**src/rtl/mux_scan_packer_pkg.sv**
```systemverilog
// Shared types and helpers for the 4:1 mux scan packer.
// Select encoding of the channel mux lives here so every driver agrees.
package mux_scan_packer_pkg;

  typedef enum logic [1:0] {
    IDLE,
    SCAN,
    HOLD
  } state_e;

  localparam logic [1:0] SEL_PARK = 2'b11;

  function automatic logic [1:0] ch_to_sel(
    input logic [1:0] k
  );
    return 2'd3 - k;
  endfunction

endpackage

```
**src/rtl/mux_scan_packer.sv**
```systemverilog
// Scans a 4:1 channel mux, packs four samples into one word and
// hands it off on a valid/ready handshake.
module mux_scan_packer
  import mux_scan_packer_pkg::*;
#(
  parameter int DATA_W     = 2,
  parameter bit CONTINUOUS = 1'b0
) (
  input  logic                  clk,
  input  logic                  rst_n,
  input  logic                  start,
  input  logic [DATA_W-1:0]     mux_out_i,
  output logic [1:0]            sel_o,
  output logic [4*DATA_W-1:0]   word_o,
  output logic                  word_valid,
  input  logic                  word_ready,
  output logic                  busy,
  output logic [3:0]            scan_cnt
);

  state_e                   state_q;
  logic [1:0]               idx_q;
  logic [3:0][DATA_W-1:0]   shadow_q;
  logic [3:0][DATA_W-1:0]   shadow_d;
  logic [1:0]               sel_q;
  logic [4*DATA_W-1:0]      word_q;
  logic                     valid_q;
  logic                     busy_q;
  logic [3:0]               cnt_q;

  // Current sample merged in so the last slot lands in word_q at once
  always_comb begin
    shadow_d        = shadow_q;
    shadow_d[idx_q] = mux_out_i;
  end

  always_ff @(posedge clk or negedge rst_n) begin
    if (!rst_n) begin
      state_q  <= IDLE;
      idx_q    <= '0;
      shadow_q <= '0;
      sel_q    <= SEL_PARK;
      word_q   <= '0;
      valid_q  <= 1'b0;
      busy_q   <= 1'b0;
      cnt_q    <= '0;
    end else begin
      unique case (state_q)
        IDLE: begin
          sel_q <= SEL_PARK;
          if (start) begin
            state_q <= SCAN;
            idx_q   <= '0;
            busy_q  <= 1'b1;
          end
        end
        SCAN: begin
          shadow_q <= shadow_d;
          idx_q    <= idx_q + 2'd1;
          sel_q    <= ch_to_sel(idx_q + 2'd1);
          if (idx_q == 2'd3) begin
            word_q  <= shadow_d;
            valid_q <= 1'b1;
            state_q <= HOLD;
          end
        end
        HOLD: begin
          if (word_ready) begin
            valid_q <= 1'b0;
            cnt_q   <= cnt_q + 4'd1;
            if (CONTINUOUS || start) begin
              state_q <= SCAN;
              idx_q   <= '0;
              sel_q   <= SEL_PARK;
            end else begin
              state_q <= IDLE;
              busy_q  <= 1'b0;
            end
          end
        end
        default: state_q <= IDLE;
      endcase
    end
  end

  assign sel_o      = sel_q;
  assign word_o     = word_q;
  assign word_valid = valid_q;
  assign busy       = busy_q;
  assign scan_cnt   = cnt_q;

endmodule

```
**config.mk**
```make
export PLATFORM = sky130hd
export DESIGN_NAME = mux_scan_packer
export DESIGN_NICKNAME = d
export VERILOG_FILES = /design/src/rtl/mux_scan_packer_pkg.sv /design/src/rtl/mux_scan_packer.sv
export SDC_FILE = /design/constraint.sdc
export NUM_CORES = 1
export LEC_CHECK = 0
export CORE_AREA = 2 2 76 42
export DETAILED_ROUTE_END_ITERATION = 12
export DIE_AREA = 0 0 78 44
export GPL_TIMING_DRIVEN = 0
export PLACE_DENSITY = 0.73
export SYNTH_ARGS = -nofsm -noshare
export SYNTH_HDL_FRONTEND = slang
export SYNTH_SLANG_ARGS = --single-unit
```
**constraint.sdc**
```tcl
create_clock -name clk -period 1.24 [get_ports clk]
set_input_delay 0.124 -clock clk [delete_from_list [all_inputs] [get_ports clk]]
set_output_delay 0.124 -clock clk [all_outputs]
set_load 0.005 [all_outputs]
```
### Word-level counts from Yosys, hierarchy flattened

Index checks and enable logic that the tools add are counted.

| storage, ports and cells | value |
|---|---|
| logic and storage cells | 57 |
| register bits after elaboration | 28 |
| input bits | 6 |

| operators by class | value |
|---|---|
| order comparisons | 2 |
| mux-type cells | 21 |
| equality and inequality tests | 8 |
| reduce and logical (&&, ||, !) cells | 12 |
| add/subtract/negate cells | 3 |

Operators with widths:

| cell | count |
|---|---|
| 2-bit one-hot mux with 3 select lines | 3 |
| 2-bit 2-to-1 mux | 8 |
| 2-bit inequality test (second input constant) | 5 |
| 3-bit AND reduction | 3 |
| 8-bit bitwise mux | 1 |
| 1-bit 2-to-1 mux | 6 |
| 2-bit AND reduction | 3 |
| 4-bit by 1-bit adder with 4-bit output (second input constant) | 1 |
| 2-bit demux with 2-bit select | 1 |
| 2-bit == test (second input constant) | 2 |
| 1-bit one-hot mux with 2 select lines | 2 |
| 4-bit AND reduction | 1 |
| 2-bit nonzero test | 2 |
| 2-bit by 3-bit < comparator with 1-bit output (second input constant) | 1 |
| 3-bit nonzero test | 1 |
| 2-bit by 1-bit adder with 2-bit output (second input constant) | 1 |
| 2-bit by 1-bit == test with 1-bit output (second input constant) | 1 |
| 2-bit by 1-bit greater-or-equal comparator with 1-bit output (second input constant) | 1 |
| 2-bit logical NOT | 1 |
| 2-bit subtractor (first input constant) | 1 |
| 1-bit logical AND | 1 |

### Logic depth before layout (Yosys ltp)

| logic depth | value |
|---|---|
| word-level depth | 5 |
| depth in mapped cells | 5 |
| mapped depth without buffers | 4 |

### Least setup slack after synthesis

Ideal clock, no wire load.

| timing path | value |
|---|---|
| path type | register -> register |
| from | register idx_q[0] |
| to | register shadow_q[0] (netlist bit) |
| slack | 22 ps |
| data arrival time | 1,093 ps |
| cell stages (with the launch flop) | 5 |
| required time | 1,115 ps |
| clock period less this slack | 1,218 ps |
| cells stage by stage | dfrtp_1 > inv_1 > ha_1 > nand2_1 > mux2_2 |

| on the way | value |
|---|---|
| word-level cells in the longest chain between the ends | 5 |
| elaborated cells on any way between the ends | 6 |
| classes of those cells | order compare (2); mux (3); reduce/logical (1) |

RTL lines:

| what | RTL line | RTL |
|---|---|---|
| start: declaration | mux_scan_packer.sv:22 | `logic [1:0] idx_q;` |
| start signal: assignment | mux_scan_packer.sv:59 | `idx_q <= idx_q + 2'd1;` |
| 2-bit by 3-bit < comparator with 1-bit output (implied by the code) or 2-bit by 1-bit greater-or-equal comparator with 1-bit output (tied branches) | mux_scan_packer.sv:34 | `shadow_d[idx_q] = mux_out_i;` |
| 1-bit logical AND (implied by the code) | mux_scan_packer.sv:34 |  |
| 2-bit 2-to-1 mux (implied by the code) | mux_scan_packer.sv:34 |  |
| 2-bit demux with 2-bit select * | mux_scan_packer.sv:34 |  |
| 8-bit bitwise mux * | mux_scan_packer.sv:34 |  |
| end signal: assignment | mux_scan_packer.sv:58 | `shadow_q <= shadow_d;` |
| end: declaration | mux_scan_packer.sv:23 | `logic [3:0][DATA_W-1:0] shadow_q;` |

Every way passes the cells marked *; elsewhere a longest branch is shown, timed or not.
A chain may end at the register's enable or synchronous reset.

### Final worst setup path

| timing path | value |
|---|---|
| from | register state_q[0] |
| to | register shadow_q[2] (netlist bit) |

| on the way | value |
|---|---|
| word-level cells in the longest chain between the ends | 1 |

RTL lines:

| what | RTL line | RTL |
|---|---|---|
| start: declaration | mux_scan_packer.sv:21 | `state_e state_q;` |
| start signal: assignment | mux_scan_packer.sv:39 | `state_q <= IDLE;` |
| start signal: assignment | mux_scan_packer.sv:52 | `state_q <= SCAN;` |
| start signal: assignment | mux_scan_packer.sv:64 | `state_q <= HOLD;` |
| 2-bit by 1-bit == test with 1-bit output | mux_scan_packer.sv:48 | `unique case (state_q)` |

Every way passes these cells.

==> flow_metrics.py <==
metrics = {
    "sta": {
        "rsz0062_at_grt": "yes",
        "timing.fmax_mhz": 806,
        "slew_violations": 0,
        "slew_headroom_pct": 24.4,
        "timing.final.crit_period_ps": 1240,
        "worst_slack_ps": -1.19,
        "tightest_slew_ps": 1130,
        "finalClockSkew_ps": 9.41,
        "whs_ps": 178,
        "timing.final.crit_share_pct": 100,
        "hold_viol_final": 0,
        "setup_viol": 1,
        "setup-tns-final_ps": -1.19,
    },
    "layout": {
        "layout_common_cells": "dfrtp_1 (21), dlygate4sd2_1 (16), buf_4 (11), nand2_1 (9), o21ai_0 (7)",
        "fillCellCount": 260,
        "drive_above_1_share_pct": 35.1,
        "antennaDiodeCount": 0,
        "multiInputGateArea_sq_um": 572,
        "fin_cells": 171,
        "area_growth_pct": 41.1,
        "final_nets": 143,
        "utilization_pct": 58.9,
        "layout.area.seq_sq_um": 657,
        "layout_commonest_cell": "dfrtp_1",
        "fin_area_sq_mm": 0.00165,
    },
    "synthesis": {
        "syn_area_per_cell_sq_um": 12.4,
        "synth_top_area_share_pct": 51.3,
        "synth_area_sq_mm": 0.00117,
        "yosys.area.top_type": "dfrtp_1",
        "synth_mux_area_share_pct": 14.8,
        "synth-compound-area-share_pct": 7.70,
        "synth_top_family_by_area": "multiplexers",
        "synth_xor_area_share_pct": 2.25,
        "synth_warnings": 0,
        "syn_nets": 105,
        "ys_seq_area_share_pct": 55.8,
        "synth_area_leaders": "dfrtp_1 (51%), mux2_2 (9.6%), ha_1 (5.3%), mux2i_1 (5.1%), dfstp_2 (4.5%)",
        "synthAdderAreaFrac_pct": 5.35,
        "ys_ff_latch": 26,
        "yosys.area_share.simple_pct": 11.2,
        "synth_cell_type_count": 24,
        "synthCells": 94,
    },
    "placed_design": {
        "routabilityCongestion": 0.699,
        "pre_cts_ws_ps": -306,
        "dp_hpwl_microns": 1570,
        "dp.cells": 155,
        "io_buffers": 21,
        "post_dp_cell_area_sq_mm": 0.00143,
    },
    "power": {
        "leakagePower_nw": 0.784,
        "power_mw": 4.19,
        "vdd_ir_drop_max_v": 0.00128,
        "p_per_area_mw_per_mm2": 2540,
    },
    "floorplan": {
        "num_rows": 14,
        "die_y_microns": 44,
        "core_sq_mm": 0.00280,
        "start_util_pct": 41.7,
        "design.die.area_sq_mm": 0.00343,
        "fp.dieW_microns": 78,
        "io_pins": 22,
    },
    "worst_setup_path": {
        "reg2reg_slack_ps": -1,
        "timing.rr.start": "state_q[0]",
        "reg2reg_to": "shadow_q[2]",
        "r2r_cells": 4,
        "arrival_ps": 1400,
        "cp-start-kind": "flip-flop",
        "crit_type": "flip-flop to flip-flop",
        "required_ps": 1390,
        "cp-startpoint": "state_q[0]",
        "end_kind": "flip-flop",
        "cp_max_fo": 9,
    },
    "detailed_routing": {
        "wire_per_inst_microns": 14.2,
        "drc_errors": 0,
        "firstDrtPassIters": 4,
        "drt-initial-drc-count": 23,
        "via_per_inst": 4.81,
        "ant_nets": 0,
        "vias": 822,
        "wl_microns": 2420,
    },
    "flow_run": {
        "cap_viol_max_count": 0,
    },
    "outcome": {
        "status": "finished with violations",
        "violations": "setup timing",
    },
    "global_routing": {
        "grt_start_max_net_pins": 27,
        "grt_pass1_wl_microns": 3850,
        "grt_pass1_vias": 762,
        "antenna_found_initial": 0,
        "overflow": 0,
        "grt_use_total_pct": 14.8,
    },
    "hold_path": {
        "hold_path_class": "input pin to asynchronous set/reset pin",
    },
    "clock_network": {
        "cts_made_buffers": 3,
        "cts_tree": "yes",
        "cts.clk_slew.worst_paths_ps": 90,
        "clockBufferDepth": 2,
        "clock_latency_ps": 270,
        "htreeDepth": 1,
        "root_buffer": "clkbuf_8",
        "numClockSinks": 26,
    },
}
-- how the worst max path moves through the flow --
stage / cells past startpoint / slack (ps) / endpoint
global route: 4 / -40 / shadow_q[3]
floorplan: 4 / 20 / shadow_q[0]
CTS: 4 / -20 / shadow_q[5]
finish: 4 / -1 / shadow_q[2]
detailed placement: 1 / -310 / shadow_q[0]
global placement: 1 / -270 / shadow_q[4]
-- sequential cells by signal, indices dropped and copies added (netlist names) --
| signal | cells |
|---|---|
| idx_q | 2 |
| busy | 1 |
| word_o | 8 |
| scan_cnt | 4 |
| shadow_q | 6 |
| state_q | 2 |
| word_valid | 1 |
| sel_o | 2 |
-- synth_stat cells (all sizes together) --
master and instances:
dfrtp 24, nand2 12, mux2 10, o21ai 9, mux2i 6, ha 5
inv 4, nand3b 3, nor2 3, a21oi 2, a2bb2oi 2, buf 2
dfstp 2, xor2 2, a22o 1, and2b 1, nand2b 1, nand3 1
nor2b 1, o2bb2ai 1, or2b 1, xnor2 1
-- where the power goes --
group	switching [mW]	internal, mW	total, mW
registers	0.282	1.28	1.56
logic	0.875	1.27	2.15
clock network	0.255	0.230	0.485
total	1.41	2.78	4.19
-- cells by family after synthesis --
family | count (synthesis)
xor+xnor | 3
simple gates | 23
buf+inv | 6
flops | 26
mux | 16
fa+ha+maj | 5
compound gates | 15
-- worst max-delay path, stage by stage (launching register included) --
cell and delay (ps):
dfrtp_1 350, buf_6 120, nor2b_4 260, nand2_2 100, mux2_2 290
-- per-layer routing --
layer | share of wire [%] | vias up | track usage (%)
li1 | - | 395 | -
met1 | 50 | 400 | 22.0
met2 | 44 | 22 | 21.0
met3 | 4.9 | 5 | 4.58
met4 | 1.1 | 0 | 4.21
met5 | 0 | - | 0
-- area by class of cell --
class,instances,share of cell area (%)
flip-flops and latches,26,39.8
multi-input cells,62,34.6
repair buffers,33,17.4
well taps,40,3.03
clock buffers,4,2.73
plain buffers,2,1.36
inverters,4,1.06
-- timing repair --
action                                  4_1_cts  5_1_grt
gates cloned                                  0        0
gates resized for setup                      25       21
hold buffers                                  0        0
pin swaps                                     1        5
endpoints found under the setup margin       50       19
setup buffers                                 8        4
(Power assumes the default switching activity.)
